===== config.mk =====
export PLATFORM = sky130hd
export DESIGN_NAME = r_universal_param
export DESIGN_NICKNAME = d
export VERILOG_FILES = /design/src/rtl/r_universal_param.sv
export SDC_FILE = /design/constraint.sdc
export NUM_CORES = 1
export LEC_CHECK = 0
export ABC_AREA = 1
export BUFFER_PORTS_ARGS = -buffer_cell sky130_fd_sc_hd__buf_4
export CELL_PAD_IN_SITES_DETAIL_PLACEMENT = 1
export CELL_PAD_IN_SITES_GLOBAL_PLACEMENT = 1
export CORE_ASPECT_RATIO = 0.75
export CORE_MARGIN = 4
export CORE_UTILIZATION = 43
export DETAILED_ROUTE_END_ITERATION = 8
export PLACE_DENSITY = 0.94
export SETUP_SLACK_MARGIN = 0.5
export SLEW_MARGIN = 20
export SYNTH_ARGS = -nofsm -noshare
export SYNTH_HDL_FRONTEND = slang
export SYNTH_SLANG_ARGS = --single-unit

===== constraint.sdc =====
create_clock -name clk -period 2.8 [get_ports clk]
set_clock_uncertainty 0.05 [all_clocks]
set_input_delay 0.28 -clock clk [delete_from_list [all_inputs] [get_ports clk]]
set_output_delay 0.28 -clock clk [all_outputs]
set_load 0.005 [all_outputs]

===== src/rtl/r_universal_param.sv =====
// Universal WIDTH-bit register: load, shift/rotate bursts, up/down count; SYNC_CLR_EN adds a synchronous clear port clr.
// Latency: single-step ops update q on the accepting edge and pulse done the cycle after; an N-step burst takes N edges.
// Backpressure: requests are sampled only while busy is low; en/mode/cnt/d are ignored during a burst.
module r_universal_param #(
    parameter int WIDTH = 8,
    parameter int CNTW  = 3
) (
    input  logic             clk,
    input  logic             reset,
`ifdef SYNC_CLR_EN
    input  logic             clr,
`endif
    input  logic             en,
    input  logic [2:0]       mode,
    input  logic [CNTW-1:0]  cnt,
    input  logic [WIDTH-1:0] d,
    input  logic             sin_l,
    input  logic             sin_r,
    output logic [WIDTH-1:0] q,
    output logic             sout,
    output logic             busy,
    output logic             done,
    output logic             carry,
    output logic             zero
);

    localparam logic [2:0] M_HOLD = 3'd0;
    localparam logic [2:0] M_LOAD = 3'd1;
    localparam logic [2:0] M_SHL  = 3'd2;
    localparam logic [2:0] M_SHR  = 3'd3;
    localparam logic [2:0] M_ROL  = 3'd4;
    localparam logic [2:0] M_ROR  = 3'd5;
    localparam logic [2:0] M_INC  = 3'd6;
    localparam logic [2:0] M_DEC  = 3'd7;

    localparam logic [WIDTH-1:0] Q_ONE   = {{(WIDTH-1){1'b0}}, 1'b1};
    localparam logic [CNTW-1:0]  CNT_ONE = {{(CNTW-1){1'b0}}, 1'b1};

    typedef enum logic {IDLE = 1'b0, RUN = 1'b1} state_t;

    state_t          state;
    logic [2:0]      run_mode;
    logic [CNTW-1:0] remaining;

    // One shift/rotate step; result is {bit shifted out, new contents}.
    function automatic logic [WIDTH:0] step_fn(input logic [2:0] m, input logic [WIDTH-1:0] v,
                                               input logic sl, input logic sr);
        case (m)
            M_SHL:   step_fn = {v[WIDTH-1], v[WIDTH-2:0], sl};
            M_SHR:   step_fn = {v[0], sr, v[WIDTH-1:1]};
            M_ROL:   step_fn = {v[WIDTH-1], v[WIDTH-2:0], v[WIDTH-1]};
            default: step_fn = {v[0], v[0], v[WIDTH-1:1]};
        endcase
    endfunction

    assign zero = (q == '0);

    always_ff @(posedge clk or posedge reset) begin
        if (reset) begin
            state     <= IDLE;
            run_mode  <= M_HOLD;
            remaining <= '0;
            q         <= '0;
            sout      <= 1'b0;
            busy      <= 1'b0;
            done      <= 1'b0;
            carry     <= 1'b0;
`ifdef SYNC_CLR_EN
        end else if (clr) begin
            state     <= IDLE;
            remaining <= '0;
            q         <= '0;
            sout      <= 1'b0;
            busy      <= 1'b0;
            done      <= 1'b0;
            carry     <= 1'b0;
`endif
        end else begin
            done  <= 1'b0;
            carry <= 1'b0;
            case (state)
                IDLE: begin
                    if (en) begin
                        case (mode)
                            M_HOLD: ;
                            M_LOAD: begin
                                q    <= d;
                                done <= 1'b1;
                            end
                            M_INC: begin
                                q     <= q + Q_ONE;
                                carry <= &q;
                                done  <= 1'b1;
                            end
                            M_DEC: begin
                                q     <= q - Q_ONE;
                                carry <= ~|q;
                                done  <= 1'b1;
                            end
                            default: begin
                                {sout, q} <= step_fn(mode, q, sin_l, sin_r);
                                // cnt of 0 or 1 is a single step with no RUN phase
                                if (cnt > CNT_ONE) begin
                                    state     <= RUN;
                                    run_mode  <= mode;
                                    remaining <= cnt - CNT_ONE;
                                    busy      <= 1'b1;
                                end else begin
                                    done <= 1'b1;
                                end
                            end
                        endcase
                    end
                end
                RUN: begin
                    {sout, q} <= step_fn(run_mode, q, sin_l, sin_r);
                    remaining <= remaining - CNT_ONE;
                    if (remaining == CNT_ONE) begin
                        state <= IDLE;
                        busy  <= 1'b0;
                        done  <= 1'b1;
                    end
                end
                default: state <= IDLE;
            endcase
        end
    end

endmodule


Word-level counts from Yosys, hierarchy flattened:

Cells that the tools add are included.

* register bits: 19
* bits in latches: 0
* memory bits (writable): 0
* ROM bits: 0
* input port bits: 19
* logic and storage cells: 72
* memories: 0

* add/sub/neg operators: 4
* multiply operators: 0
* divide/modulo/power cells: 0
* magnitude comparators: 1
* eq/ne operators: 15
* shifts and indexed selects: 0
* mux-type cells: 30
* bitwise operators: 2
* reduce and logical (&&, ||, !) cells: 12

Operators with widths (number)
* one-hot mux 9 bit (3 select lines): 2
* one-hot mux 8 bit (4 select lines): 1
* one-hot mux 8 bit (2 select lines): 1
* two-way mux 1 bit: 15
* == test 3 x 2 -> 1 bit, second input constant: 4
* == test 3 bit, second input constant: 4
* one-hot mux 1 bit (2 select lines): 6
* two-way mux 3 bit: 3
* adder 8 x 1 -> 8 bit, second input constant: 1
* zero test 8 bit: 1
* two-way mux 8 bit: 1
* inequality test 2 bit, second input constant: 4
* AND reduction 4 bit: 2
* AND reduction 8 bit: 1
* OR reduction 8 bit: 1
* subtractor 8 x 1 -> 8 bit, second input constant: 1
* == test 3 x 1 -> 1 bit, second input constant: 2
* one-hot mux 3 bit (2 select lines): 1
* subtractor 3 x 1 -> 3 bit, second input constant: 2
* AND reduction 2 bit: 2
* OR reduction 4 bit: 1
* greater-than comparator 3 x 1 -> 1 bit, second input constant: 1
* zero test 3 bit: 1
* AND reduction 3 bit: 1
* 4 further kinds: 5

Longest topological paths before layout:

* word-level depth: 5
* gate-level depth with buffers: 16
* gate-level depth less buffers: 14

Worst setup path after synthesis:

OpenSTA, ideal clock, no wires.

* kind: in2reg
* start point: input port mode[0]
* end point: register q[4]
* arrival: 1679 ps
* slack: 954 ps
* cell stages on the path: 16
* cell sequence: buf_4 -> nand3_4 -> buf_6 -> nand2_1 -> nand2_2 -> inv_1 -> ha_1 -> inv_1 -> nand2_1 -> nand3_2 -> o21ai_2 -> or2_2 -> nand3_1 -> nand2_1 -> nand2_1 -> nand2_1

* longest elaborated chain between the ends: 5
* elaborated cells between the ends (all ways): 13
* those cells by class: eq/ne (7); mux (4); reduce/logical (2)

Ends and longest elaborated chain
* start, declared: RTL line 14 `input logic [2:0] mode,`
* == test 3 bit / == test 3 x 2 -> 1 bit (equally long branches): RTL line 48 `case (m)`
* one-hot mux 9 bit (3 select lines): RTL line 48
* one-hot mux 8 bit (4 select lines): RTL line 84 `case (mode)`
* two-way mux 8 bit: RTL line 83 `if (en) begin`
* one-hot mux 8 bit (2 select lines): RTL line 81 `case (state)`
* end signal, assigned: RTL line 91 `q <= q + Q_ONE;`
* end signal, assigned: RTL line 96 `q <= q - Q_ONE;`
* end signal, assigned: RTL line 101 `{sout, q} <= step_fn(mode, q, sin_l, sin_r);`
* end, declared: RTL line 19 `output logic [WIDTH-1:0] q,`

Parallel ways exist; a longest one is shown, timed or not. The select of a mux whose other input is x is not followed.
A chain may end at the register's enable or synchronous reset.

Final worst setup path:

* start point: register q[1]
* end point: register q[4]

* longest elaborated chain between the ends: 4
* elaborated cells between the ends (all ways): 5
* those cells by class: add/sub (2); mux (3)

Ends and longest elaborated chain (RTL line)
* subtractor 8 x 1 -> 8 bit / adder 8 x 1 -> 8 bit (equally long branches): 96, 91
* one-hot mux 8 bit (4 select lines) *: 84
* two-way mux 8 bit *: 83
* one-hot mux 8 bit (2 select lines) *: 81

Mark *: on every way between the ends. The rest lies on a longest branch, timed or not. The select of a mux whose other input is x is not followed.

==> metrics.md <==
| Metric | Value |
|---|---|
| Min cycle time layout | `2.13 ns` |
| Crit-path max FO | `9` |
| Pre-CTS setup slack | `0.765 ns` |
| H-tree depth | `1` |
| Most common library cell in the layout ignoring fill and taps | `nand2_1` |
| Wirelength per Cell | `17.9 µm` |
| Clk slew on worst S/H paths | `0.08 ns` |
| Worst hold path type | `in2async` |
| Worst r2r src | `q[1]` |
| Die Wd | `84.4 µm` |
| Num CTS Buffers | `3` |
| Status | `complete, no violations` |
| Postcts setup bufs | `0` |
| # diodes | `0` |
| Syn_nets | `305` |
| Top sig layer | `met4` |
| Worst hold slack | `between 0.1 and 0.15 ns` |
| Post-Synth Adder-Cell Area | `3.32%` |
| VDD IR-drop max | `378 µV` |
| Max-slew violation count | `0` |
| # IOs | `32` |
| WL met2 | `2.92 mm` |
| Slew @ Worst Pin | `0.806 ns` |
| Via Count | `between 2000 and 2500` |
| Crit path cell chain | `nand4_1, nand2_2, inv_1, ha_1, inv_1, nand2_1, nand3_2, o21ai_2, or2_2, nand3_1, nand2_1, nand2_1, nand2_1` |
| Worst EP required | `2.91 ns` |
| CP most frequent cell | `nand2_1` |
| Hold Vio Cnt, Final | `0` |
| WL met3 | `between 400 and 500 µm` |
| Crit path buf inv count | `2` |
| Nets | `330` |
| Latest clock arrival within the worst-skew pair | `around 0.26 ns` |
| First-pass GRT wire length | `10.8 mm` |
| Die height | `65.3 µm` |
| # DRC | `0` |
| Final Wtd Congestion | `0.867` |
| Synth-to-layout area growth | `13.6%` |
| Post-Syn Area | `~0.0019 mm²` |
| Vias/cell | `5.78` |
| Post-DP HPWL | `~4.8 mm` |
| Max clock buf depth | `2` |
| Ys Warns | `0` |
| Leak Pwr | `1.08 nW` |
| Setup_tns | `0 ns` |
| FP Rows | `20` |
| Die ar. | `about 0.0055 mm²` |
| Post-DRT Antenna Nets | `0` |
| Non-Filler Instances | `360` |
| Most frequent cells in the layout | `nand2_1, inv_1, buf_4` |
| RSZ-0062 raised after global routing | `false` |
| Layout cells sized above 1 | `20.3%` |
| Number of port buffers | `31` |
| GRT overflow | `0` |
| Worst rel slew slack | `a little under half` |
| TritonCTS clock tree | `done` |
| Vias in the first global route | `about 2100` |
| Worst R2R Setup Slack | `0.67 ns` |
| Total GRT Usage | `24.6%` |
| Worst reg2reg path depth | `13` |
| Pin count of the biggest net entering global routing | `20` |
| Final WS setup | `0.668 ns` |
| Synth Instances | `281` |
| Root buf cell | `clkbuf_8` |
| Multiplexer area fraction after synthesis | `0%` |
| Placed cells | `356` |
| Design Area, Final | `0.00214 mm²` |
| Final WL | `6.44 mm` |
| Reg-to-reg critical path endpoint | `q[4]` |
| Synth cell types | `43` |
| Avg Cell Area, Syn | `6.70 µm²` |
| Initial antenna violation count | `0` |
| Max frequency | `469 MHz` |
| Post-synthesis sequential area ratio | `approximately a quarter` |
| CORE AREA | `0.00413 mm²` |
| Met1 Wirelength | `between 2 and 3 mm` |
| Initial drt markers | `194` |
| Yosys reg bits | `19` |
| Critical Path Start Type | `flop` |
| Critical path's top delay family | `simple AND/OR/NAND/NOR gates` |
| CP max-delay cell | `dfrtp_1` |
| Max cap viols | `0` |
| Crit share post-route | `between 70% and 80%` |
| XOR/XNOR share of the synthesized area | `0.931%` |
| Crit path largest cell delay | `0.52 ns` |
| Worst path arrival time | `2.24 ns` |
| Main combinational cell family by area after synthesis | `simple AND/OR/NAND/NOR gates` |
| Post-CTS sizing | `0` |
| Compound-gate portion of the synthesized area | `between 20% and 30%` |
| Initial Util | `a little under half` |
| Synth Area in Simple Gates | `37.7%` |
| Final setup vio count | `0` |
| CTS Hold Bufs | `0` |
| DRT Pass-1 Iters | `5` |
| Clock sink total | `19` |
| Crit. End Element | `flop` |
| WS Path Type | `reg2reg` |
| PwrDens | `961 mW/mm²` |
| Area after DPL | `0.00209 mm²` |
-- cell usage after synthesis (all sizes together) --
cell / count / area [µm²]
o21ai: 20 / 104
nand2: 97 / 409
clkinv: 1 / 3.75
a41oi: 1 / 8.76
nor3: 4 / 31.3
ha: 5 / 62.6
or3: 1 / 6.26
or2: 2 / 12.5
nand3: 22 / 133
buf: 10 / 85.1
a21oi: 12 / 71.3
dfrtp: 19 / 475
o21bai: 1 / 11.3
nand4: 6 / 37.5
a211oi: 2 / 15.0
o221ai: 4 / 35.0
and3: 1 / 6.26
o22ai: 3 / 18.8
inv: 38 / 143
xor2: 1 / 8.76
a32o: 1 / 10.0
o211ai: 4 / 30.0
clkbuf: 1 / 7.51
nor2: 15 / 73.8
a21boi: 1 / 7.51
a22oi: 4 / 30.0
a31oi: 1 / 6.26
xnor2: 1 / 8.76
o21a: 1 / 7.51
a41o: 2 / 22.5
-- per-layer routing --
| metal | global-route usage, % | vias to the layer above |
|---|---|---|
| met1 | 34.4 | 1006 |
| li1 | - | 981 |
| met3 | 4.89 | 10 |
| met2 | 40.0 | 84 |
| met5 | 0 | - |
| met4 | 4.35 | 0 |
-- cell type report --
class	instances	area, µm²
clock buffer	3	41.3
clock inverter	1	5.00
fill	548	1990
inverter	39	146
multi-input combinational	212	1170
sequential	19	475
tap	55	68.8
timing repair buffer	31	233
-- report_power, final --
group / internal (mW) / total, mW / switching [mW]
combinational: 0.472 / 1.20 / 0.732
clock: 0.0992 / 0.201 / 0.102
sequential: 0.406 / 0.648 / 0.242
total: 0.977 / 2.05 / 1.08
-- logic make-up after synthesis --
group,count (synthesis)
compound gates,57
fa+ha+maj,5
buf+inv,50
flops,19
xor+xnor,2
simple gates,148
-- worst max path at each step --
stage / to / slack [ns] / from / cells after the start
floorplan: q[4] / 0.95 / mode[0] / 16
finish: q[4] / 0.67 / q[1] / 13
CTS: q[4] / 0.73 / q[1] / 13
global placement: q[4] / 0.87 / mode[2] / 15
detailed placement: q[4] / 0.77 / mode[2] / 15
global route: q[4] / 0.54 / q[1] / 13
-- through the flow --
step | power [mW] | utilization [%]
4_1_cts | 2.03 | 51.8
5_1_grt | 2.26 | 51.8
6_report | 2.05 | 51.8
3_5_place_dp | 1.81 | 50.6
3_3_place_gp | 1.74 | 50.6
2_1_floorplan | 1.42 | -
-- sequential cells by signal, summed over array words and instances (netlist names) --
signal and count:
sout 1, q 8, done 1, carry 1
state 1, remaining 3, run_mode 3, busy 1
No activity file was read; power rests on OpenSTA's default activity.
